==> config.mk <==
export PLATFORM = sky130hd
export DESIGN_NAME = alarm_ctrl
export DESIGN_NICKNAME = d
export VERILOG_FILES = /design/src/rtl/alarm_pkg.sv /design/src/rtl/alarm_down_cnt.sv /design/src/rtl/alarm_ctrl.sv
export SDC_FILE = /design/constraint.sdc
export NUM_CORES = 1
export LEC_CHECK = 0
export CAP_MARGIN = 10
export CELL_PAD_IN_SITES_DETAIL_PLACEMENT = 2
export CELL_PAD_IN_SITES_GLOBAL_PLACEMENT = 2
export CORE_UTILIZATION = 25
export CTS_BUF_LIST = sky130_fd_sc_hd__clkbuf_16
export CTS_CLUSTER_SIZE = 28
export DETAILED_ROUTE_END_ITERATION = 10
export PLACE_DENSITY_LB_ADDON = 0.1
export SYNTH_ARGS = -nofsm -noshare
export SYNTH_HDL_FRONTEND = slang
export SYNTH_SLANG_ARGS = --single-unit
==> constraint.sdc <==
create_clock -name clk -period 1.5 [get_ports clk]
set_input_delay 0.15 -clock clk [delete_from_list [all_inputs] [get_ports clk]]
set_output_delay 0.15 -clock clk [all_outputs]
set_load 0.005 [all_outputs]
==> src/rtl/alarm_pkg.sv <==
// alarm_pkg: shared types and default constants for the alarm controller.
//   alarm_state_t  : controller state encoding
//   RING_SECS_DEF  : default ring length in sec_tick pulses
//   SNOOZE_MIN_DEF : default snooze length in min_tick pulses
//   MAX_SNOOZE_DEF : default snooze presses per alarm event (SNOOZE_LIMIT_EN builds)
package alarm_pkg;

  typedef enum logic [1:0] {
    IDLE,
    RINGING,
    SNOOZE
  } alarm_state_t;

  localparam int RING_SECS_DEF  = 60;
  localparam int SNOOZE_MIN_DEF = 9;
  localparam int MAX_SNOOZE_DEF = 3;

endpackage

==> src/rtl/alarm_down_cnt.sv <==
// alarm_down_cnt: loadable down-counter that saturates at zero.
//   clk, reset : clock, async active-high reset (value -> 0)
//   load       : load load_val (wins over dec)
//   load_val   : value to load
//   dec        : decrement by one; ignored at zero
//   value      : current count
//   is_one     : value == 1, i.e. the next dec expires the timer
module alarm_down_cnt #(
  parameter int W = 4
) (
  input  logic         clk,
  input  logic         reset,
  input  logic         load,
  input  logic [W-1:0] load_val,
  input  logic         dec,
  output logic [W-1:0] value,
  output logic         is_one
);

  // NOTE: sequential state is updated with <= so every flop samples the
  // pre-edge values of its inputs, independent of block ordering.
  always_ff @(posedge clk or posedge reset) begin
    if (reset) begin
      value <= '0;
    end else if (load) begin
      value <= load_val;
    end else if (dec && (value != '0)) begin
      value <= value - W'(1);
    end
  end

  assign is_one = (value == W'(1));

endmodule

==> src/rtl/alarm_ctrl.sv <==
// alarm_ctrl: turns the alarm comparator's level match into a single ring
// event, times the ring and snooze periods, and handles snooze/stop.
//   clk       : system clock
//   reset     : async active-high reset, clears all state
//   alarm_on  : alarm armed (level)
//   match     : comparator output, time equals alarm (level)
//   sec_tick  : one-cycle strobe per second (ring timer)
//   min_tick  : one-cycle strobe per minute (snooze timer)
//   snooze    : one-cycle snooze request
//   stop      : one-cycle stop request
//   buzz      : high exactly while RINGING
//   snoozing  : high exactly while SNOOZE
// Optional macro SNOOZE_LIMIT_EN: honour at most MAX_SNOOZE snoozes per
// alarm event; without it snooze is unlimited.
module alarm_ctrl
  import alarm_pkg::*;
#(
  parameter int RING_SECS  = RING_SECS_DEF,
  parameter int SNOOZE_MIN = SNOOZE_MIN_DEF
`ifdef SNOOZE_LIMIT_EN
  ,
  parameter int MAX_SNOOZE = MAX_SNOOZE_DEF
`endif
) (
  input  logic clk,
  input  logic reset,
  input  logic alarm_on,
  input  logic match,
  input  logic sec_tick,
  input  logic min_tick,
  input  logic snooze,
  input  logic stop,
  output logic buzz,
  output logic snoozing
);

  localparam int RW = $clog2(RING_SECS + 1);
  localparam int SW = $clog2(SNOOZE_MIN + 1);

  alarm_state_t state;
  logic         match_q;
  logic         trigger;

  logic          ring_load, ring_dec, ring_one;
  logic [RW-1:0] ring_val;
  logic          snz_load, snz_dec, snz_one;
  logic [SW-1:0] snz_val;
  logic          ring_done, snz_done;
  logic          go_idle, go_ring, go_snooze;
  logic          snooze_ok;

  // Rising edge of the level match: one trigger per matching minute.
  assign trigger = match & ~match_q;

  // A timer sitting at zero is treated as expired so the FSM cannot get
  // stuck if it is ever entered without a load.
  assign ring_done = ring_one | (ring_val == '0);
  assign snz_done  = snz_one  | (snz_val  == '0);

`ifdef SNOOZE_LIMIT_EN
  localparam int CW = $clog2(MAX_SNOOZE + 1);
  logic [CW-1:0] snz_cnt;

  always_ff @(posedge clk or posedge reset) begin
    if (reset) begin
      snz_cnt <= '0;
    end else if (go_idle) begin
      snz_cnt <= '0;
    end else if (snz_load) begin
      snz_cnt <= snz_cnt + CW'(1);
    end
  end

  assign snooze_ok = (snz_cnt != CW'(MAX_SNOOZE));
`else
  assign snooze_ok = 1'b1;
`endif

  // Event decode. Branch order encodes the priority
  // ~alarm_on > stop > snooze > timer tick/expiry > trigger.
  always_comb begin
    // NOTE: every output gets a default first so no path leaves one
    // unassigned, which would otherwise infer a latch.
    go_idle   = 1'b0;
    go_ring   = 1'b0;
    go_snooze = 1'b0;
    ring_load = 1'b0;
    ring_dec  = 1'b0;
    snz_load  = 1'b0;
    snz_dec   = 1'b0;
    case (state)
      IDLE: begin
        if (alarm_on && trigger) begin
          go_ring   = 1'b1;
          ring_load = 1'b1;
        end
      end
      RINGING: begin
        if (!alarm_on || stop) begin
          go_idle = 1'b1;
        end else if (snooze && snooze_ok) begin
          go_snooze = 1'b1;
          snz_load  = 1'b1;
        end else if (sec_tick) begin
          ring_dec = 1'b1;
          go_idle  = ring_done;
        end
      end
      SNOOZE: begin
        if (!alarm_on || stop) begin
          go_idle = 1'b1;
        end else if (min_tick) begin
          snz_dec = 1'b1;
          if (snz_done) begin
            go_ring   = 1'b1;
            ring_load = 1'b1;
          end
        end
      end
      default: go_idle = 1'b1;
    endcase
  end

  // State register with outputs registered alongside it, so buzz and
  // snoozing always reflect the state register exactly.
  always_ff @(posedge clk or posedge reset) begin
    if (reset) begin
      state    <= IDLE;
      buzz     <= 1'b0;
      snoozing <= 1'b0;
      match_q  <= 1'b1;  // a match already high at release must not ring
    end else begin
      match_q <= match;
      if (go_idle) begin
        state    <= IDLE;
        buzz     <= 1'b0;
        snoozing <= 1'b0;
      end else if (go_ring) begin
        state    <= RINGING;
        buzz     <= 1'b1;
        snoozing <= 1'b0;
      end else if (go_snooze) begin
        state    <= SNOOZE;
        buzz     <= 1'b0;
        snoozing <= 1'b1;
      end
    end
  end

  alarm_down_cnt #(.W(RW)) u_ring_cnt (
    .clk      (clk),
    .reset    (reset),
    .load     (ring_load),
    .load_val (RW'(RING_SECS)),
    .dec      (ring_dec),
    .value    (ring_val),
    .is_one   (ring_one)
  );

  alarm_down_cnt #(.W(SW)) u_snz_cnt (
    .clk      (clk),
    .reset    (reset),
    .load     (snz_load),
    .load_val (SW'(SNOOZE_MIN)),
    .dec      (snz_dec),
    .value    (snz_val),
    .is_one   (snz_one)
  );

endmodule

[Yosys cells after proc, flatten, opt, wreduce, memory -nomap -nowiden]
Cells that the tools add are included.
Storage, ports and cells
  bits of input ports: 8
  logic and storage cells: 62
  output and inout port bits: 2
  flip-flop bits (word level): 15
Cells by class
  equality and inequality tests: 4
  bitwise logic cells: 4
  reduce and logical (&&, ||, !) cells: 13
  $add $sub $neg: 2
  mux-type cells: 33
Operators with widths (number)
  $mux W1: 24
  $mux W6: 2
  $mux W4: 2
  $eq A6 B1 Y1 const B: 1
  $logic_not A6 Y1: 1
  $mux W2: 3
  $reduce_bool A6 Y1: 1
  $sub A6 B1 Y6 const B: 1
  $eq A4 B1 Y1 const B: 1
  $logic_not A4 Y1: 1
  $reduce_bool A2 Y1: 2
  $reduce_bool A4 Y1: 1
  $sub A4 B1 Y4 const B: 1
  $logic_and A1 B1 Y1: 3
  $pmux W1 S3: 1
  $reduce_bool A3 Y1: 1
  $eq A2 B1 Y1 const B: 1
  $eq A2 B2 Y1 const B: 1
  $logic_not A2 Y1: 1
  $or A1 B1 Y1: 2
  $pmux W1 S2: 1
  $and A1 B1 Y1: 1
  $logic_not A1 Y1: 1
  $logic_or A1 B1 Y1: 1
  $not A1 Y1: 1

[Logic depth before layout (Yosys ltp)]
  word-level depth: 8
  gate-level depth with buffers: 6
  mapped depth without buffers: 6

[Modules after synthesis]
From an unflattened synthesis, not the netlist that was laid out.
Second synthesis, totals
  cell total of the unflattened synthesis: 111
  area total of the unflattened synthesis: 955.9 µm²
By module, submodules not included
  alarm_down_cnt (u_ring_cnt): times used 1, cells each 48, area an instance 422.9 µm², seq. area each 150.1 µm²
  alarm_down_cnt (u_snz_cnt): times used 1, cells each 30, area an instance 286.5 µm², seq. area each 100.1 µm²
  alarm_ctrl: times used 1, cells each 33, area an instance 246.5 µm², seq. area each 76.3 µm²

[Worst setup path after synthesis]
OpenSTA, ideal clock, no wires.
  kind: register to register
  from: register state[0]
  to: register u_snz_cnt.value[3]
  setup time: 0.129 ns
  clock period less this slack: 1.560 ns
  cell stages (with the launch flop): 5
  slack: -0.060 ns
  data arrival time: 1.432 ns
  buffers on the path: 0
  required time: 1.371 ns
  path through: dfrtp_1 > or3b_4 > a211oi_4 > and3_2 > o21ai_0
Between the ends
  word-level cells in the longest chain between the ends: 4
  elaborated cells between the ends (all ways): 7
RTL lines
  start: declaration: line alarm_ctrl.sv:40  | alarm_state_t state;
  start signal: assignment: line alarm_ctrl.sv:128  | state <= IDLE;
  start signal: assignment: line alarm_ctrl.sv:135  | state <= IDLE;
  start signal: assignment: line alarm_ctrl.sv:139  | state <= RINGING;
  $eq A2 B2 Y1: line alarm_ctrl.sv:91  | case (state)
  $mux W1: line alarm_ctrl.sv:91
  $logic_and A1 B1 Y1: line alarm_down_cnt.sv:27  | end else if (dec && (value != '0)) begin
  $reduce_bool A2 Y1 (no line)
  end signal: assignment: line alarm_down_cnt.sv:26  | value <= load_val;
  end signal: assignment: line alarm_down_cnt.sv:28  | value <= value - W'(1);
  end: declaration: line alarm_down_cnt.sv:16  | output logic [W-1:0] value,
Several ways; a longest one is shown, not always the timed one.
A chain may end at the register's enable or synchronous reset.

[Final worst setup path]
  from: register state[0]
  to: register u_snz_cnt.value[2]
The elaborated chain is that of the path after synthesis.

==> summary.txt <==
Pwr
  • Clock share of power: 0.218
  • Leak: 0.598 nW
  • Sw Share: 0.363
  • VDD IR max: 0.000786 V
  • Comb pwr share: 0.530
  • Power Dens Cells: 1660 nW/µm²
  • NetSw: 0.835 mW
  • Internal Power: 1.46 mW
  • Reg power frac: 0.252

Setup path
  • CP Capture Type: flip-flop
  • Crit path launch type: flip-flop
  • Crit path launch: state[0]
  • Worst EP required: 1.62 ns
  • Reg2reg start: state[0]
  • Critical R2R Capture: u_snz_cnt.value[2]
  • R2R Setup Slk: -0.06 ns
  • Worst Reg2Reg Path Length in Cells: 5
  • Crit path max fanout: 4
  • WP data arrival: 1.68 ns
  • Setup CP Type: flip-flop to flip-flop

GRT
  • Vias in the first global route: 831
  • Total gr overflow: 0
  • Total GRT Usage: 0.157
  • First-pass GRT wire length: 3890 µm
  • Largest net degree at the start of global routing: 14
  • Initial antenna violation count: 0

Timing
  • Period utilization: 1.04
  • Setup ws final: -0.0597 ns
  • Worst Max-Slew Pin Slew: 0.522 ns
  • Final Slew Violations: 0
  • Worst slew margin: 0.651
  • Final setup fails: 6
  • Final hold slack: 0.244 ns
  • Tmin final: 1.56 ns
  • RSZ-0062 raised after global routing: yes
  • Clock Skew: 0.00466 ns
  • Max Freq: 0.641 GHz
  • Sum Neg Setup Slack: -0.148 ns
  • Endpoints failing hold: 0

Route
  • Via density: 4.56
  • Drc violations: 0
  • DRT iter0 DRCs: 13
  • Final WL: 2480 µm
  • DR pass1 iterations: 2
  • Post-DR wirelength/cell: 14.6 µm
  • ANT nets after route: 0
  • Via count: 771

Place
  • Routability cong.: 0.701
  • DP HPWL: 1800 µm
  • Port bufs: 9
  • Inst Count DP: 158
  • Area after DPL: 1110 µm²

Synthesis
  • Synthesized area: 790 µm²
  • Netlist cell types: 32
  • Syn Area/Cell: 9.63 µm²
  • Ys Warns: 0
  • Cells after Synth: 82
  • Mapped Nets: 95
  • FF+latch count, synth: 13
  • Sequential area share after synthesis: 0.414

Finish
  • Post-Layout Cell Count: 169
  • Syn-to-layout area delta: 75.6%
  • Antenna fix cells: 0
  • Layout cells sized above 1: 0.520
  • Util after Layout: 0.458
  • Fin nets: 139
  • Design area: 1390 µm²
  • FILL cells: 324

Floorplanning
  • Chip width: 58.2 µm
  • Site row count: 20
  • I/O pins: 10
  • Core area: 3030 µm²
  • Die span in y: 58.2 µm
  • Initial Util: 0.261
  • Die area: 3390 µm²

CTS
  • Hold buffer count at cts: 0
  • CTS max path bufs: 2
  • CTS buffer count: 3
  • Reg clk slew, reported paths: 0.05 ns
  • Htree depth: 1
  • Root Buffer: clkbuf_16
  • Clock Sinks: 13
  • Skew-Pair Late Insertion Delay: 0.24 ns
  • CTS tree: yes

Outcome
  • Failing checks: setup timing
  • Status: finished with violations

Job
  • Max_cap viols: 0

Worst hold path
  • Min-delay worst type: input port to asynchronous set/reset pin
## per-layer routing
metal	vias to the layer above	track usage	share of wire
li1	377	-	-
met1	383	0.198	0.47
met2	9	0.263	0.50
met3	2	0.0201	0.016
met4	0	0.0816	0.0093
met5	-	0	0
## final cells by class
cell class	instances	area, µm²	area share
clock buffer	3	75.1	0.0542
clock inverter	1	3.75	0.00271
sequential	13	328	0.236
multi-input combinational	62	582	0.420
timing repair buffer	39	317	0.228
tap	44	55.1	0.0397
inverter	7	26.3	0.0190
## synth_stat cells, drive strengths merged
cell     count  area (µm²)
dfrtp       12         300
nor2        10        37.5
nand2        8        30.0
inv          7        26.3
ha           5        62.6
a211oi       4        47.5
a21oi        4        20.0
nor3         4        20.0
and3         3        20.0
nor4         3        25.0
o21ai        3        15.0
xnor2        3        26.3
or3b         2        20.0
a2111oi      1        15.0
a31o         1        8.76
and2         1        6.26
and4bb       1        12.5
dfstp        1        26.3
mux2i        1        10.0
nand2b       1        6.26
nand3        1        5.00
nand4        1        6.26
nand4bb      1        11.3
nor3b        1        7.51
o221a        1        11.3
or2          1        6.26
or3          1        6.26
## how the worst max path moves through the flow
stage / endpoint / cells past startpoint / slack (ns)
after detailed placement: u_ring_cnt.value[4] / 5 / -0.36
after global placement: state[0] / 5 / -0.31
final: u_snz_cnt.value[2] / 5 / -0.06
after global routing: u_snz_cnt.value[2] / 5 / -0.11
after floorplan: u_ring_cnt.value[1] / 4 / -0.008
after CTS: u_snz_cnt.value[0] / 5 / -0.09
## flip-flops by register name, indices dropped and copies added (netlist names)
register,cells
u_snz_cnt.value,4
u_ring_cnt.value,6
match_q,1
state,1
snoozing,1
## stage by stage
stage / worst slack (ns) / total power, mW
2_1_floorplan: -0.00836 / 1.01
3_3_place_gp: -0.308 / 1.40
3_5_place_dp: -0.364 / 1.45
4_1_cts: -0.0863 / 2.05
5_1_grt: -0.114 / 2.44
6_report: -0.0597 / 2.30
## cells by family (layout without fill, tap and decap cells)
kind of cell	Yosys count	after routing	synth area share
xor gates and xnor gates	3	3	0.0333
adders and majority gates	5	5	0.0792
and+or+nand+nor	39	39	0.279
buffers and inverters	7	50	0.0333
DFF	13	13	0.414
muxes	1	1	0.0127
AOI/OAI and AO/OA	14	14	0.149
## power groups by stage
| stage | sequential (mW) | clock (mW) | combinational (mW) |
|---|---|---|---|
| detailed placement | 0.564 | 0 | 0.883 |
| finish | 0.579 | 0.501 | 1.22 |
| CTS | 0.562 | 0.515 | 0.976 |
| floorplan | 0.592 | 0 | 0.413 |
| global route | 0.596 | 0.526 | 1.32 |
| global placement | 0.557 | 0 | 0.841 |
## cells in the final DEF, fill, tap and decap left out, types with 2 or more instances in the layout
cell type	netlist	routed
dfrtp_1	12	11
clkdlybuf4s50_1	0	7
xnor2_1	3	2
buf_4	0	29
nor2_1	10	7
o21ai_1	0	2
clkbuf_16	0	3
a211oi_2	1	3
a21oi_1	4	3
ha_1	5	3
dlygate4sd2_1	0	2
inv_2	0	2
inv_1	7	6
nand2_1	8	7
nor2_2	0	2
nor4_4	0	2
and3_1	2	2
nor3_1	4	3
## worst max-delay path, cell delays in order (launching register included)
cell	delay (ns)
dfrtp_2	0.42
or3b_4	0.42
a211oi_4	0.25
buf_4	0.17
nand2_2	0.05
mux2i_1	0.12
## timing repair
action,4_1_cts,5_1_grt
setup buffers,3,5
pin swaps,4,9
setup endpoints to repair,11,12
resized for setup,17,17
No activity file was read; power rests on OpenSTA's default activity.
